$ cat src/rtl/playfield_engine.sv
// playfield_engine: Tetris playfield store with piece locking, full-row collapse and line statistics.
// Ports:
//   clk_i, rst_ni          clock, asynchronous active-low reset
//   clear_all_i            empty the field (honoured in IDLE only, beats a same-cycle lock)
//   lock_valid_i/ready_o   piece-lock handshake; lock_x_i/lock_y_i/lock_color_i give 4 cells + colour
//   grid_o[COLS][ROWS]     registered playfield; row 0 is the top, rows 0-1 are hidden spawn rows
//   busy_o                 high outside IDLE
//   clear_done_o           one-cycle pulse when a lock has been fully processed
//   lines_cleared_o        rows removed by the last lock, held until the next completion
//   lines_total_o          saturating running total of cleared rows
//   top_out_o              sticky: a spawn-row cell was occupied after a collapse
//   score_o                only when PF_SCORE_EN is defined: saturating 0/40/100/300/1200 scoring
module playfield_engine #(
    parameter int COLS = 10,
    parameter int ROWS = 22,
    parameter int CW   = 3
) (
    input  logic          clk_i,
    input  logic          rst_ni,
    input  logic          clear_all_i,
    input  logic          lock_valid_i,
    output logic          lock_ready_o,
    input  logic [3:0]    lock_x_i [4],
    input  logic [4:0]    lock_y_i [4],
    input  logic [CW-1:0] lock_color_i,
    output logic [CW-1:0] grid_o [COLS][ROWS],
    output logic          busy_o,
    output logic          clear_done_o,
    output logic [2:0]    lines_cleared_o,
    output logic [15:0]   lines_total_o,
    output logic          top_out_o
`ifdef PF_SCORE_EN
    ,
    output logic [23:0]   score_o
`endif
);
    localparam int RW = $clog2(ROWS);
    typedef enum logic [2:0] {IDLE, WRITE, SCAN, SHIFT, DONE} state_t;
    state_t        state_q, state_d;
    logic [CW-1:0] grid_q [COLS][ROWS];
    logic [CW-1:0] grid_d [COLS][ROWS];
    logic [3:0]    x_q [4];
    logic [3:0]    x_d [4];
    logic [4:0]    y_q [4];
    logic [4:0]    y_d [4];
    logic [CW-1:0] color_q, color_d;
    logic [RW-1:0] r_q, r_d;
    logic [2:0]    k_q, k_d, cleared_q, cleared_d;
    logic [15:0]   total_q, total_d;
    logic          top_q, top_d, row_full, top_any;
    logic [16:0]   total_sum;
`ifdef PF_SCORE_EN
    logic [23:0]   score_q, score_d;
    logic [24:0]   score_sum;
    logic [10:0]   pts;
`endif
    always_comb begin
        row_full = 1'b1;
        for (int c = 0; c < COLS; c++) if (grid_q[c][r_q] == '0) row_full = 1'b0;
        top_any = 1'b0;
        for (int c = 0; c < COLS; c++)
            for (int y = 0; y < 2; y++) if (grid_q[c][y] != '0) top_any = 1'b1;
        total_sum = {1'b0, total_q} + 17'(k_q);
        state_d   = state_q;
        grid_d    = grid_q;
        x_d       = x_q;
        y_d       = y_q;
        color_d   = color_q;
        r_d       = r_q;
        k_d       = k_q;
        cleared_d = cleared_q;
        total_d   = total_q;
        top_d     = top_q;
`ifdef PF_SCORE_EN
        pts = (k_q == 3'd1) ? 11'd40 : (k_q == 3'd2) ? 11'd100 :
              (k_q == 3'd3) ? 11'd300 : (k_q == 3'd4) ? 11'd1200 : 11'd0;
        score_sum = {1'b0, score_q} + 25'(pts);
        score_d   = score_q;
`endif
        case (state_q)
            IDLE: begin
                if (clear_all_i) begin
                    for (int c = 0; c < COLS; c++)
                        for (int y = 0; y < ROWS; y++) grid_d[c][y] = '0;
                    top_d = 1'b0;
`ifdef PF_SCORE_EN
                    score_d = '0;
`endif
                end else if (lock_valid_i) begin
                    x_d     = lock_x_i;
                    y_d     = lock_y_i;
                    color_d = lock_color_i;
                    state_d = WRITE;
                end
            end
            WRITE: begin
                // Out-of-range cells match no grid position and are dropped; duplicates just rewrite.
                for (int c = 0; c < COLS; c++)
                    for (int y = 0; y < ROWS; y++)
                        for (int i = 0; i < 4; i++)
                            if (int'(x_q[i]) == c && int'(y_q[i]) == y) grid_d[c][y] = color_q;
                r_d     = RW'(ROWS - 1);
                k_d     = '0;
                state_d = SCAN;
            end
            SCAN: begin
                if (row_full) begin
                    state_d = SHIFT;
                end else if (r_q == '0) begin
                    // Statistics are registered on entry to DONE so they change alongside clear_done.
                    cleared_d = k_q;
                    total_d   = total_sum[16] ? 16'hFFFF : total_sum[15:0];
                    top_d     = top_q | top_any;
`ifdef PF_SCORE_EN
                    score_d   = score_sum[24] ? 24'hFFFFFF : score_sum[23:0];
`endif
                    state_d   = DONE;
                end else begin
                    r_d = r_q - RW'(1);
                end
            end
            SHIFT: begin
                for (int c = 0; c < COLS; c++) begin
                    grid_d[c][0] = '0;
                    for (int y = 1; y < ROWS; y++)
                        if (y <= int'(r_q)) grid_d[c][y] = grid_q[c][y-1];
                end
                k_d     = k_q + 3'd1;
                state_d = SCAN;
            end
            DONE:    state_d = IDLE;
            default: state_d = IDLE;
        endcase
    end
    always_ff @(posedge clk_i or negedge rst_ni) begin
        if (!rst_ni) begin
            state_q <= IDLE;
            for (int c = 0; c < COLS; c++)
                for (int y = 0; y < ROWS; y++) grid_q[c][y] <= '0;
            for (int i = 0; i < 4; i++) begin
                x_q[i] <= '0;
                y_q[i] <= '0;
            end
            color_q   <= '0;
            r_q       <= '0;
            k_q       <= '0;
            cleared_q <= '0;
            total_q   <= '0;
            top_q     <= 1'b0;
`ifdef PF_SCORE_EN
            score_q   <= '0;
`endif
        end else begin
            state_q   <= state_d;
            grid_q    <= grid_d;
            x_q       <= x_d;
            y_q       <= y_d;
            color_q   <= color_d;
            r_q       <= r_d;
            k_q       <= k_d;
            cleared_q <= cleared_d;
            total_q   <= total_d;
            top_q     <= top_d;
`ifdef PF_SCORE_EN
            score_q   <= score_d;
`endif
        end
    end
    assign grid_o          = grid_q;
    assign busy_o          = state_q != IDLE;
    assign lock_ready_o    = state_q == IDLE && !clear_all_i;
    assign clear_done_o    = state_q == DONE;
    assign lines_cleared_o = cleared_q;
    assign lines_total_o   = total_q;
    assign top_out_o       = top_q;
`ifdef PF_SCORE_EN
    assign score_o         = score_q;
`endif
endmodule

$ cat config.mk
export PLATFORM = sky130hd
export DESIGN_NAME = playfield_engine
export DESIGN_NICKNAME = d
export VERILOG_FILES = /design/src/rtl/playfield_engine.sv
export SDC_FILE = /design/constraint.sdc
export NUM_CORES = 2
export LEC_CHECK = 0
export BUFFER_PORTS_ARGS = -buffer_cell sky130_fd_sc_hd__buf_2
export CAP_MARGIN = 20
export CELL_PAD_IN_SITES_DETAIL_PLACEMENT = 0
export CELL_PAD_IN_SITES_GLOBAL_PLACEMENT = 1
export CORE_MARGIN = 2
export CORE_UTILIZATION = 25
export CTS_BUF_LIST = sky130_fd_sc_hd__clkbuf_4 sky130_fd_sc_hd__clkbuf_8
export CTS_CLUSTER_DIAMETER = 30
export DETAILED_ROUTE_END_ITERATION = 6
export GPL_TIMING_DRIVEN = 0
export PLACE_DENSITY = 0.49
export SYNTH_ARGS = -nofsm -noshare
export SYNTH_HDL_FRONTEND = slang
export SYNTH_SLANG_ARGS = --single-unit
$ cat constraint.sdc
create_clock -name clk_i -period 5.67 [get_ports clk_i]
set_clock_uncertainty 0.1 [all_clocks]
set_input_delay 0.8505 -clock clk_i [delete_from_list [all_inputs] [get_ports clk_i]]
set_output_delay 0.8505 -clock clk_i [all_outputs]
set_load 0.05 [all_outputs]
==> impl_metrics.yaml <==
floorplan:
  ios: 726
  std_cell_rows: 145
  die_width_um: 400
  die_area_um2: 160000
  die_height_um: 400
  initial_utilization_pct: 25.1
  coreArea_um2: 156000
placed_design:
  numPortBuffers: 725
  hpwl_mm: 282
  placed_area_um2: 47900
  dp_slack_ps: -44.2
  dpl.cell_count: 7612
  gp_congestion: 1.04
power_and_ir_drop:
  total_power_uw: 37900
  netSwitchingFraction_pct: 56.7
  clock_power_share_pct: 24.5
  p_switching_uw: 21500
  p_leak_uw: 0.0229
  p_comb_share_pct: 52.4
  intPower_uw: 16400
  seq_power_share_pct: 23.1
  p_per_area_nw_per_um2: 706
  ir_drop_uv: 374
global_routing:
  grt.met2_usage_pct: 64.1
  grt_overflow_total: 0
  use_met3_pct: 15.8
  grt_pass1_wl_mm: 468
  grt_max_degree: 102
  grt_pass1_vias: 46061
  busiest_layer: "met2"
  grt_use_met1_pct: 56.6
  grt_antenna_before_repair: 31
  grt_usage_pct: 44.3
sta:
  hold_viol_final: 0
  fin_crit_sh_pct: 103
  rsz0062_at_grt: "false"
  fin_crit_ps: 5860
  setup_viol: 40
  slew_headroom_pct: 9.55
  timing.hold.ws_ps: 31.0
  drv_slew: 0
  worstMarginPinSlew_ps: 1340
  setup_ws_ps: -190
  max_freq_mhz: 171
drt:
  drt_pass1_iterations: 6
  wl_per_cell_um: 45.2
  ant_nets: 0
  route.detailed.drc: 0
  dr.first_iter.drc_count: 6683
  routed_wl_mm: 366
  vias: 50017
  viasPerCell: 6.18
synthesis:
  synth.top_cells.by_area: "dfrtp_1 (47%), a21oi_1 (11%), o21ai_0 (6.5%)"
  ys_warn_count: 0
  syn_area_um2: 39200
  yosysTopAreaCell: "dfrtp_1"
  synthArstFlopShare_pct: 100
  synthTopCellsByCount: "a21oi_1 (889), dfrtp_1 (730), nand2_1 (642)"
  yosysSeqAreaShare_pct: 46.6
  syn_inst: 4668
  synth_compound_area_share_pct: 31.2
  synthXorXnorAreaFrac_pct: 0.0446
  synth_top_family_by_area: "compound AO/OA/AOI/OAI gates"
  synthMuxAreaShare_pct: 2.57
  synth_cell_types: 79
  post_synth.cell_area_avg_um2: 8.41
  synth_top_area_share_pct: 46.6
  yosys.area_share.simple_pct: 15.7
  ys_ff_latch: 730
  syn-num-nets: 4721
  synth_edf_count: 0
  ys.flop_type: "dfrtp_1"
  synth.most_common_cell: "a21oi_1"
  yosys.area_share.adder_pct: 0.338
worst_setup_path:
  crit_slowest_cell: "buf_2"
  startpoint_type: "flip-flop"
  path_cells: "buf_4, buf_4, buf_2, buf_2, buf_2, nand4_1, nand2_1, nand2_1, o31a_1, clkbuf_1, a21oi_2, mux2_2"
  path_class: "flip-flop to flip-flop"
  crit_path_frequent_cell: "buf_2"
  crit_fanout: 11
  required_ps: 6460
  critPathBufInv: 6
  cp_top_family: "buffers and inverters"
  endpoint_kind: "flip-flop"
  worstPathArrival_ps: 6650
  max_stage_delay_ps: 870
run:
  max-cap-violations: 0
finish:
  drive_gt1_share_pct: 26.1
  final_cells: 8095
  final_area_um2: 53700
  layout.nets: 5872
  synthToLayoutAreaGrowth_pct: 36.9
hold_path:
  hold_class: "primary input to flip-flop"
cts:
  cts_inserted_buffers: 231
  clk_pin_slew_ps: 50
  ctsHtreeMaxLevel: 4
  cts_tree: "yes"
  root_buffer: "clkbuf_8"
  cts.sinks: 730
  clock_latency_ps: 1030
  clockBufferDepth: 3
run_status:
  status: "finished with violations"
  violations: "negative setup slack"
placed cells by master (no fill, tap or decap), drive strengths merged, types with 14 or more instances in the layout:
master	count
o31a	19
dlygate4sd3	19
bufinv	23
nor2	283
nand3	33
a21o	28
mux2i	14
a211oi	47
mux2	69
a31oi	22
o21ai	507
nor4b	26
o22ai	328
nor2b	31
nand2b	26
clkbuf	622
diode	18
dfrtp	730
nor3	137
clkinv	68
buf	940
inv	19
nand4	16
a22oi	40
a21oi	890
and3	23
nor4	101
nor3b	14
nand2	643
o31ai	154
a221oi	33
worst reg2reg max path, delay by kind of cell (launching register included):
kind,cells,cell delay [ps]
muxes,1,420
DFF,1,410
AOI/OAI and AO/OA,2,960
and+or+nand+nor,3,700
buffers and inverters,6,3160
power groups by stage:
| stage | combinational, µW | sequential, µW | clock (µW) |
|---|---|---|---|
| 6_report | 19900 | 8770 | 9290 |
| 5_1_grt | 19900 | 8820 | 9630 |
| 4_1_cts | 19000 | 8680 | 9340 |
| 3_5_place_dp | 19000 | 8750 | 0 |
| 3_3_place_gp | 18200 | 8740 | 0 |
| 2_1_floorplan | 5740 | 11700 | 0 |
worst paths after layout:
kind,start,to,slack [ps],cells past startpoint
max reg2reg,r_q[0],grid_o[23],-190,12
max in group asynchronous,rst_ni,x_q[13],2950,6
min,lock_y_i[1],y_q[1],30,2
max,r_q[0],grid_o[23],-190,12
min in group asynchronous,rst_ni,grid_o[227],270,2
min reg2reg,lines_cleared_o[1],lines_cleared_o[1],400,1
registers in the layout (all words and copies together), names as in the netlist:
name	cells
grid_o	660
y_q	20
lines_total_o	16
x_q	16
r_q	5
color_q	3
k_q	3
lines_cleared_o	3
state_q	3
top_out_o	1
routing by layer:
layer  share of wire [%]  routed length (µm)  up-vias
met5               0.045                 166        -
met4                 6.7               24600       20
met3                  11               41800      829
met2                  42              154000     3622
met1                  40              146000    25628
li1                    -                   -    19918
layout make-up:
cell class	instances	area, µm²
fill	16728	102000
multi-input combinational	3591	19900
sequential	730	18300
timing repair buffer	918	5980
clock buffer	328	4250
tap	2058	2570
buffer	335	1390
clock inverter	105	1240
inverter	12	45.0
antenna	18	45.0
cells by family (layout without fill, tap and decap cells):
kind of cell / Yosys count / after routing
compound gates: 2126 / 2126
simple gates: 1366 / 1366
flops: 730 / 730
buf+inv: 347 / 1698
mux: 87 / 87
fa+ha+maj: 10 / 10
xor+xnor: 2 / 2
other cells: 0 / 18
per-stage QoR:
| stage | utilization, % | setup TNS (ps) |
|---|---|---|
| after CTS | 34.3 | 0 |
| after floorplan | - | 0 |
| final | 34.4 | -2330 |
| after global placement | 29.1 | - |
| after global routing | 34.4 | 0 |
| after detailed placement | 30.7 | -113 |
timing repair:
| item | in CTS | in global routing |
|---|---|---|
| setup endpoints to repair | 10 | 6 |
| gates cloned | 0 | 0 |
| hold endpoints to repair | 80 | 0 |
| buffers inserted | 0 | 0 |
| hold buffers | 19 | 0 |
| gates resized for setup | 2 | 2 |
(Power assumes the default switching activity.)
